### config.mk
export PLATFORM = sky130hd
export DESIGN_NAME = rvc_asap_5pl_cr_resp
export DESIGN_NICKNAME = d
export VERILOG_FILES = /design/src/rtl/rvc_asap_pkg.sv /design/src/rtl/rvc_asap_debounce.sv /design/src/rtl/rvc_asap_5pl_cr_resp.sv
export SDC_FILE = /design/constraint.sdc
export NUM_CORES = 1
export LEC_CHECK = 0
export CORE_MARGIN = 8
export CORE_UTILIZATION = 40
export CTS_CLUSTER_DIAMETER = 80
export DETAILED_ROUTE_END_ITERATION = 8
export PLACE_DENSITY = 0.83
export SLEW_MARGIN = 0
export SYNTH_ARGS = -nofsm -noshare
export SYNTH_HDL_FRONTEND = slang
export SYNTH_SLANG_ARGS = --single-unit
### constraint.sdc
create_clock -name Clock -period 2 [get_ports Clock]
set_input_delay 0.6 -clock Clock [delete_from_list [all_inputs] [get_ports Clock]]
set_output_delay 0.6 -clock Clock [all_outputs]
set_load 0.05 [all_outputs]
### src/rtl/rvc_asap_pkg.sv
`default_nettype none
// +--------------------------------------------------------------------------+
// | Module  : rvc_asap_pkg                                                   |
// | Brief   : CR_MEM register offsets, window size and load alignment helper |
// | Revision: 1.0                                                            |
// +--------------------------------------------------------------------------+
package rvc_asap_pkg;

    localparam int CR_WIN_BITS = 6;

    localparam logic [3:0] CR_SEG7_0 = 4'h0;
    localparam logic [3:0] CR_SEG7_1 = 4'h1;
    localparam logic [3:0] CR_SEG7_2 = 4'h2;
    localparam logic [3:0] CR_SEG7_3 = 4'h3;
    localparam logic [3:0] CR_SEG7_4 = 4'h4;
    localparam logic [3:0] CR_SEG7_5 = 4'h5;
    localparam logic [3:0] CR_LED    = 4'h6;
    localparam logic [3:0] CR_BTN0   = 4'h7;
    localparam logic [3:0] CR_BTN1   = 4'h8;
    localparam logic [3:0] CR_SWITCH = 4'h9;
    localparam logic [3:0] CR_EVENT  = 4'hA;

    typedef struct packed {
        logic [5:0][6:0] seg7;
        logic [9:0]      led;
        logic [1:0]      evt;
    } t_cr_regs;

    // Pick the lowest enabled lane and right-align it; unknown patterns pass the raw word.
    function automatic logic [31:0] cr_load_align(input logic [31:0] w,
                                                  input logic [3:0]  be,
                                                  input logic        sx);
        logic [31:0] r;
        r = w;
        case (be)
            4'b0001: r = {{24{sx & w[7]}},  w[7:0]};
            4'b0010: r = {{24{sx & w[15]}}, w[15:8]};
            4'b0100: r = {{24{sx & w[23]}}, w[23:16]};
            4'b1000: r = {{24{sx & w[31]}}, w[31:24]};
            4'b0011: r = {{16{sx & w[15]}}, w[15:0]};
            4'b1100: r = {{16{sx & w[31]}}, w[31:16]};
            default: r = w;
        endcase
        return r;
    endfunction

endpackage
`default_nettype wire

### src/rtl/rvc_asap_debounce.sv
`default_nettype none
// +--------------------------------------------------------------------------+
// | Module  : rvc_asap_debounce                                              |
// | Brief   : 2-flop synchronizer, plus debouncer when RVC_CR_DEBOUNCE_EN    |
// | Revision: 1.0                                                            |
// +--------------------------------------------------------------------------+
module rvc_asap_debounce #(
    parameter int DEBOUNCE_CYCLES = 500_000
) (
    input  logic Clock,
    input  logic Rst,
    input  logic i_raw,
    output logic o_clean
);
    logic r_meta;
    logic r_sync;

    always_ff @(posedge Clock) begin
        if (Rst) begin
            r_meta <= 1'b0;
            r_sync <= 1'b0;
        end else begin
            r_meta <= i_raw;
            r_sync <= r_meta;
        end
    end

`ifdef RVC_CR_DEBOUNCE_EN
    localparam int CNT_W = (DEBOUNCE_CYCLES > 1) ? $clog2(DEBOUNCE_CYCLES) : 1;
    localparam logic [CNT_W-1:0] C_CNT_LAST = CNT_W'(DEBOUNCE_CYCLES - 1);

    logic [CNT_W-1:0] r_cnt;
    logic             r_clean;

    always_ff @(posedge Clock) begin
        if (Rst) begin
            r_cnt   <= '0;
            r_clean <= 1'b0;
        end else if (r_sync == r_clean) begin
            r_cnt <= '0;
        end else if (r_cnt == C_CNT_LAST) begin
            r_clean <= r_sync;
            r_cnt   <= '0;
        end else if (r_cnt != '1) begin
            r_cnt <= r_cnt + 1'b1;
        end
    end

    assign o_clean = r_clean;
`else
    assign o_clean = r_sync;
`endif

endmodule
`default_nettype wire

### src/rtl/rvc_asap_5pl_cr_resp.sv
`default_nettype none
// +--------------------------------------------------------------------------+
// | Module  : rvc_asap_5pl_cr_resp                                           |
// | Brief   : CR_MEM responder (SEG7/LED/BTN/SWITCH/EVENT); RVC_CR_DEBOUNCE_EN|
// |           enables button debouncing                                      |
// | Revision: 1.0                                                            |
// +--------------------------------------------------------------------------+
module rvc_asap_5pl_cr_resp
    import rvc_asap_pkg::*;
#(
    parameter logic [31:0] CR_BASE         = 32'h00FE_0000,
    parameter int          DEBOUNCE_CYCLES = 500_000
) (
    input  logic        Clock,
    input  logic        Rst,
    input  logic [31:0] AluOut,
    input  logic [31:0] RegRdData2,
    input  logic [3:0]  CtrlDMemByteEn,
    input  logic        CtrlDMemWrEn,
    input  logic        SelDMemWb,
    input  logic        CtrlSignExt,
    output logic [31:0] CrRdDataQ104H,
    output logic        CrHitQ104H,
    input  logic        Button_0,
    input  logic        Button_1,
    input  logic [9:0]  Switch,
    output logic [6:0]  SEG7_0,
    output logic [6:0]  SEG7_1,
    output logic [6:0]  SEG7_2,
    output logic [6:0]  SEG7_3,
    output logic [6:0]  SEG7_4,
    output logic [6:0]  SEG7_5,
    output logic [9:0]  LED
);
    t_cr_regs    r_regs;
    logic [9:0]  r_sw_meta;
    logic [9:0]  r_sw_sync;
    logic [1:0]  r_btn_prev;
    logic [31:0] r_rd_data;
    logic        r_hit;

    logic        w_btn0;
    logic        w_btn1;
    logic        w_hit;
    logic [3:0]  w_off;
    logic [31:0] w_rd_word;
    logic [1:0]  w_evt_set;
    logic [1:0]  w_evt_clr;
    logic        w_wr;

    assign w_hit = (AluOut[31:CR_WIN_BITS] == CR_BASE[31:CR_WIN_BITS]);
    assign w_off = AluOut[CR_WIN_BITS-1:2];
    assign w_wr  = w_hit & CtrlDMemWrEn;

    logic w_unused_ok;
    assign w_unused_ok = &{1'b0, AluOut[1:0], RegRdData2[31:16], CR_BASE[CR_WIN_BITS-1:0]};

    rvc_asap_debounce #(.DEBOUNCE_CYCLES(DEBOUNCE_CYCLES)) u_btn0 (
        .Clock   (Clock),
        .Rst     (Rst),
        .i_raw   (Button_0),
        .o_clean (w_btn0)
    );

    rvc_asap_debounce #(.DEBOUNCE_CYCLES(DEBOUNCE_CYCLES)) u_btn1 (
        .Clock   (Clock),
        .Rst     (Rst),
        .i_raw   (Button_1),
        .o_clean (w_btn1)
    );

    assign w_evt_set = {w_btn1, w_btn0} & ~r_btn_prev;
    assign w_evt_clr = (w_wr && w_off == CR_EVENT && CtrlDMemByteEn[0]) ? RegRdData2[1:0] : 2'b00;

    always_comb begin
        w_rd_word = 32'h0;
        for (int i = 0; i < 6; i++) begin
            if (w_off == 4'(i)) w_rd_word = {25'h0, r_regs.seg7[i]};
        end
        case (w_off)
            CR_LED:    w_rd_word = {22'h0, r_regs.led};
            CR_BTN0:   w_rd_word = {31'h0, w_btn0};
            CR_BTN1:   w_rd_word = {31'h0, w_btn1};
            CR_SWITCH: w_rd_word = {22'h0, r_sw_sync};
            CR_EVENT:  w_rd_word = {30'h0, r_regs.evt};
            default:   ;
        endcase
    end

    always_ff @(posedge Clock) begin
        if (Rst) begin
            r_regs.seg7 <= {6{7'h7F}};
            r_regs.led  <= 10'h0;
            r_regs.evt  <= 2'b00;
            r_sw_meta   <= 10'h0;
            r_sw_sync   <= 10'h0;
            r_btn_prev  <= 2'b00;
            r_rd_data   <= 32'h0;
            r_hit       <= 1'b0;
        end else begin
            r_sw_meta  <= Switch;
            r_sw_sync  <= r_sw_meta;
            r_btn_prev <= {w_btn1, w_btn0};
            // Set is OR'ed after the clear so a simultaneous press is never lost.
            r_regs.evt <= (r_regs.evt & ~w_evt_clr) | w_evt_set;

            if (w_wr) begin
                for (int i = 0; i < 6; i++) begin
                    if (w_off == 4'(i) && CtrlDMemByteEn[0]) r_regs.seg7[i] <= RegRdData2[6:0];
                end
                if (w_off == CR_LED) begin
                    if (CtrlDMemByteEn[0]) r_regs.led[7:0] <= RegRdData2[7:0];
                    if (CtrlDMemByteEn[1]) r_regs.led[9:8] <= RegRdData2[9:8];
                end
            end

            if (w_hit && SelDMemWb) begin
                r_hit     <= 1'b1;
                r_rd_data <= cr_load_align(w_rd_word, CtrlDMemByteEn, CtrlSignExt);
            end else begin
                r_hit     <= 1'b0;
                r_rd_data <= 32'h0;
            end
        end
    end

    assign CrRdDataQ104H = r_rd_data;
    assign CrHitQ104H    = r_hit;
    assign SEG7_0        = r_regs.seg7[0];
    assign SEG7_1        = r_regs.seg7[1];
    assign SEG7_2        = r_regs.seg7[2];
    assign SEG7_3        = r_regs.seg7[3];
    assign SEG7_4        = r_regs.seg7[4];
    assign SEG7_5        = r_regs.seg7[5];
    assign LED           = r_regs.led;

endmodule
`default_nettype wire

==> flow_summary.yaml, run 1 <==
outcome:
  outcome: "finished, final reports clean"
power:
  swShare: 0.238
  combPwrFrac: 0.111
  switching_power_mw: 0.825
  p_per_area_nw_per_um2: 562
  ir_drop_v: 0.000296
  intPower_mw: 2.64
  power.leakage_nw: 2.78
  p_seq_frac: 0.537
  clkPwrFrac: 0.352
place:
  dp.final_hpwl_um: 9770
  placed_cell_area_sq_um: 5900
  port_buffers: 145
  gp_congestion: 0.851
logic_synthesis:
  syn_area_sq_um: 4430
  ys_warn_count: 0
  synth_edf_count: 0
  syn_avg_cell_area_sq_um: 9.60
  seq_area_frac_synth: 0.416
  netlist-cell-type-count: 46
  syn_inst: 461
  ys_ff_latch: 92
  synth_flop_cell: "dfxtp_1"
  synth_nets: 546
  async_reset_ff_frac: 0
timing:
  period_needed_ns: 1.96
  fin_tns_setup_ns: 0
  worst_slew_pin_slew_ns: 0.520
  rsz0062_at_grt: "false"
  drv_slew: 0
  relSlewSlack: 0.652
  hold_viol: 0
  worst_clock_skew_ns: 0.00882
  finalSetupViolCount: 0
  timing.fmax_mhz: 511
  post-route-period-util: 0.979
critical_path:
  path_class: "in2reg"
  crit_fanout: 5
  worst_setup_path_end_kind: "register"
  path_delay_family: "simple AND/OR/NAND/NOR gates"
  crit_path_cell_trace: "clkdlybuf4s15_1, nor4_4, nand3_2, buf_6, or3_4, or3_4, o21ai_1"
  crit_arrival_ns: 2.25
  critPathBufInv: 2
  start_kind: "input port"
  worst_ep_required_time_ns: 2.29
  cp_slowest_cell: "or3_4"
  crit_path_frequent_cell: "or3_4"
  max_stage_delay_ns: 0.38
worst_hold_path:
  hp-class: "reg2reg"
clock_tree:
  cts_made_buffers: 9
  htreeDepth: 3
  clk_path_buf_depth: 2
  path_clk_slew_ns: 0.09
  cts_hold_buf: 0
  cts_tree: "done"
  cts-root-buf: "clkbuf_8"
  clock_latency_ns: 0.36
  cts.sinks: 92
floorplan:
  core_sq_um: 10800
  pin_count: 170
  rows: 38
  die_x_um: 121
  dieArea_sq_um: 14700
  fp.dieH_um: 121
  initial_utilization: 0.408
global_route:
  grt_pass1_wl_um: 19400
  grt_pass1_vias: 3795
  grt_use_total: 0.168
  grt.overflow.total: 0
  antenna_found_initial: 0
  grt_max_degree: 69
routing:
  routedWlPerCell_um: 17.2
  post-route-drc-count: 0
  vias: 3585
  routed_wl_um: 12400
  vias_per_cell: 4.98
  drt-pass1-iter-count: 4
  ant_nets: 0
  drt_iter0_drc: 243
flow_run:
  cap_violations: 0
final_layout:
  design_area_sq_um: 6170
  nets: 660
  final_cell_mix: "109 x buf_4, 92 x dfxtp_1, 62 x nor2_1"
  drive_above_1_share: 0.326
  mostFrequentLayoutCell: "buf_4"
  antenna_cells: 0
  nFillCells: 921
  area_growth_pct: 39.5
## final timing paths
kind	from	to	slack [ns]	cells past startpoint
setup reg to reg	SEG7_3[0]	CrRdDataQ104H[0]	0.60	4
hold / removal	r_sw_meta[9]	r_sw_sync[9]	0.44	1
setup / recovery	AluOut[31]	CrRdDataQ104H[8]	0.04	7
hold reg to reg	r_sw_meta[9]	r_sw_sync[9]	0.44	1
## synth_stat cells, drive strengths merged (5+ instances only)
cell	count	area, sq um
nor4	6	73.8
mux2i	57	571
buf	79	581
a21o	5	37.5
a22o	7	61.3
clkbuf	17	63.8
dfxtp	92	1840
nor2	64	240
nand2	9	41.3
a211oi	5	37.5
inv	9	33.8
nand2b	5	31.3
a21oi	5	25.0
o21a	6	45.0
a222oi	5	50.1
o21ai	14	70.1
nor2b	30	188
nor3	9	50.1
o2bb2ai	5	43.8
nand3	5	35.0
## sequential cells by signal, indices dropped and copies added (netlist names), 2 cells and up
register / cells
SEG7_1: 7
r_regs: 2
r_sw_meta: 10
r_sw_sync: 10
SEG7_0: 7
r_btn_prev: 2
SEG7_5: 7
SEG7_3: 7
SEG7_4: 7
SEG7_2: 7
LED: 10
CrRdDataQ104H: 11
## layer usage
metal,track usage,part of all wire,vias up
met5,0,0,-
met4,0.0632,0.022,0
met3,0.0526,0.069,18
met2,0.302,0.52,124
met1,0.180,0.38,1693
li1,-,-,1750
## logic make-up after synthesis
kind of cell	share of synthesized area
AND/OR/NAND/NOR	0.188
flip-flops	0.416
AO/OA/AOI/OAI	0.104
buffers and inverters	0.153
multiplexers	0.139
## power groups by stage
| stage | clock, mW | sequential, mW | combinational, mW |
|---|---|---|---|
| finish | 1.22 | 1.86 | 0.386 |
| CTS | 1.25 | 1.86 | 0.386 |
| global route | 1.34 | 1.87 | 0.414 |
| detailed placement | 0 | 1.91 | 0.385 |
| global placement | 0 | 1.90 | 0.376 |
| floorplan | 0 | 1.90 | 0.160 |
## layout make-up
class	instances	area [sq um]	area share
Multi-Input combinational cell	264	1990	0.323
Timing Repair Buffer	199	1940	0.314
Sequential cell	92	1840	0.298
Tap cell	140	175	0.0284
Clock buffer	11	131	0.0213
Clock inverter	5	60.1	0.00973
Inverter	9	33.8	0.00547
## stage by stage
stage	cells	utilization	setup slack (ns)	hold WS [ns]	power, mW
6_report	720	0.569	0.0425	0.439	3.47
5_1_grt	720	0.569	0.00345	0.461	3.62
4_1_cts	719	0.572	0.00348	0.443	3.50
3_5_place_dp	698	0.544	-0.682	0.422	2.29
3_3_place_gp	698	0.544	-0.606	0.422	2.28
2_1_floorplan	461	-	-0.0393	0.414	2.06
## timing repair
action                                  4_1_cts  5_1_grt
buffers inserted                              4        1
endpoints found under the setup margin       66       29
pin swaps                                    14       13
gates resized for setup                      51       17
cloned                                        1        0
No activity file was read; power rests on OpenSTA's default activity.
==> run 2: changes to the inputs <==
- GPL_ROUTABILITY_DRIVEN: default -> 1
- GPL_TIMING_DRIVEN: default -> 0
==> run 2 against run 1 <==
Against the previous run: the flow now finishes with violations (negative setup slack); final area is 2.0% higher; via count is 9.2% higher; highest routed layer unchanged; first-iteration DRC count is 20% higher; sequential share of layout area shrank 0.53 points; maximum frequency decreased by 3.5%; critical path depth unchanged; flip-flop and latch count is the same; worst hold slack better by 0.0058 ns.
==> flow_summary.yaml, run 2 (synthesis gave the netlist of run 1 again) <==
final_layout:
  final_cell_mix: "97 x buf_4, 91 x dfxtp_1, 62 x nor2_1"
  layout.area.seq_sq_um: 1850
  drive_above_1_share: 0.300
  antenna_cells: 0
  multi_input_area_sq_um: 2050
  mostFrequentLayoutCell: "buf_4"
  largest_reg_flops: 11
  layout.cells.non_filler: 769
  nets: 709
  nFillCells: 957
  area_growth_pct: 42.3
  design_area_sq_um: 6300
timing:
  rsz0062_at_grt: "true"
  fin_hold_ws_ns: 0.445
  fin_tns_setup_ns: -0.0574
  timing.fmax_mhz: 493
  setup_slack_ns: -0.0280
  period_needed_ns: 2.03
  drv_slew: 0
  worst_clock_skew_ns: 0.00772
  finalSetupViolCount: 4
  relSlewSlack: 0.601
  worst_slew_pin_slew_ns: 0.598
  post-route-period-util: 1.01
  hold_viol: 0
critical_path:
  worst_ep_required_time_ns: 2.23
  r2r_start: "SEG7_3[1]"
  r2r_setup_slack_ns: 0.59
  crit_arrival_ns: 2.26
  worst_setup_path_end_kind: "register"
  cp_slowest_cell: "nor4b_2"
  setup.worst_path.start: "AluOut[27]"
  path_class: "in2reg"
  start_kind: "input port"
  max_stage_delay_ns: 0.34
  endpoint: "LED[7]"
  rr_worst_depth: 4
  crit_fanout: 8
  crit_path_cell_trace: "dlygate4sd2_1, nor4b_4, nand3_4, nor4b_2, buf_4, mux2i_1, nor2_1"
  rr_endpoint: "CrRdDataQ104H[1]"
global_route:
  grt_pass1_vias: 3914
  grt.overflow.total: 0
  grt_use_total: 0.175
  grt_pass1_wl_um: 20200
  grt_max_degree: 23
  antenna_found_initial: 0
worst_hold_path:
  hp-class: "reg2reg"
  min_from: "r_sw_meta[9]"
power:
  power.leakage_nw: 2.91
  p_seq_frac: 0.517
  swShare: 0.240
  p_per_area_nw_per_um2: 573
  combPwrFrac: 0.101
  switching_power_mw: 0.865
  ir_drop_v: 0.000517
  clkPwrFrac: 0.383
  intPower_mw: 2.74
  power_mw: 3.61
outcome:
  outcome: "complete, but fails checks"
  violations: "negative setup slack"
floorplan:
  initial_utilization: 0.408
  rows: 38
  die_x_um: 121
  core_sq_um: 10800
  fp.dieH_um: 121
  pin_count: 170
  dieArea_sq_um: 14700
routing:
  routed_wl_um: 13500
  vias_per_cell: 5.09
  vias: 3916
  ant_nets: 0
  drt_iter0_drc: 292
  post-route-drc-count: 0
  drt-pass1-iter-count: 6
  routedWlPerCell_um: 17.5
place:
  dp.final_hpwl_um: 10100
  placed_cells: 744
  port_buffers: 143
  gp_congestion: 0.896
  placed_cell_area_sq_um: 6070
clock_tree:
  clk_path_buf_depth: 2
  cts-root-buf: "clkbuf_8"
  path_clk_slew_ns: 0.09
  clock_latency_ns: 0.36
  cts_made_buffers: 9
  htreeDepth: 3
  cts_tree: "done"
  cts.sinks: 92
flow_run:
  cap_violations: 0
-- run 2: changes by cell type in the layout (fill, tap and decap cells not counted), moves of 2 or more --
| cell | previous run | this run |
|---|---|---|
| buf_12 | 25 | 0 |
| dlygate4sd2_1 | 12 | 31 |
| buf_4 | 109 | 97 |
| nor3_1 | 8 | 6 |
| clkbuf_1 | 2 | 14 |
| buf_2 | 1 | 3 |
| clkdlybuf4s18_2 | 0 | 6 |
| clkdlybuf4s15_1 | 6 | 32 |
| clkbuf_2 | 9 | 30 |
-- run 2: routing by layer --
layer | vias up | global-route usage | routed length (um)
met5 | - | 0 | 0
met4 | 0 | 0.0817 | 520
met3 | 50 | 0.0568 | 1210
met2 | 199 | 0.305 | 6820
met1 | 1825 | 0.188 | 4930
li1 | 1842 | - | -
-- run 2: area by class of cell --
| cell class | instances | area share |
|---|---|---|
| Timing Repair Buffer | 152 | 0.207 |
| Clock buffer | 10 | 0.0203 |
| Multi-Input combinational cell | 264 | 0.325 |
| Inverter | 9 | 0.00596 |
| Tap cell | 140 | 0.0278 |
| Sequential cell | 92 | 0.293 |
| Buffer | 96 | 0.106 |
| Clock inverter | 6 | 0.0153 |
-- run 2: what timing repair did --
item | CTS | global route
hold buffers | 0 | 0
buffers inserted | 5 | 4
gates resized for setup | 190 | 121
endpoints found under the setup margin | 149 | 116
pin swaps | 14 | 12
-- run 2: through the flow --
stage	worst slack [ns]	util
5_1_grt	-0.0609	0.581
6_report	-0.0280	0.581
4_1_cts	0.000465	0.586
2_1_floorplan	-0.0393	-
3_3_place_gp	-0.683	0.560
3_5_place_dp	-0.751	0.560
-- run 2: worst min-delay path by stage --
stage                     endpoint  slack, ns  depth (start not counted)
finish                r_sw_sync[9]       0.44                          1
global route        u_btn1.o_clean       0.46                          1
CTS                   r_sw_sync[9]       0.45                          1
detailed placement    r_sw_sync[9]       0.42                          1
global placement    u_btn1.o_clean       0.42                          1
floorplan             r_sw_sync[0]       0.41                          1
-- run 2: worst max-delay path, delay by kind of cell --
kind                   cells  cell delay (ns)
buffers and inverters      2             0.54
muxes                      1             0.23
and+or+nand+nor            4             0.89
-- run 2: power groups by stage --
stage	combinational [mW]	sequential (mW)	clock, mW
finish	0.363	1.86	1.38
global route	0.384	1.87	1.49
CTS	0.345	1.86	1.40
floorplan	0.160	1.90	0
detailed placement	0.345	1.91	0
global placement	0.336	1.91	0
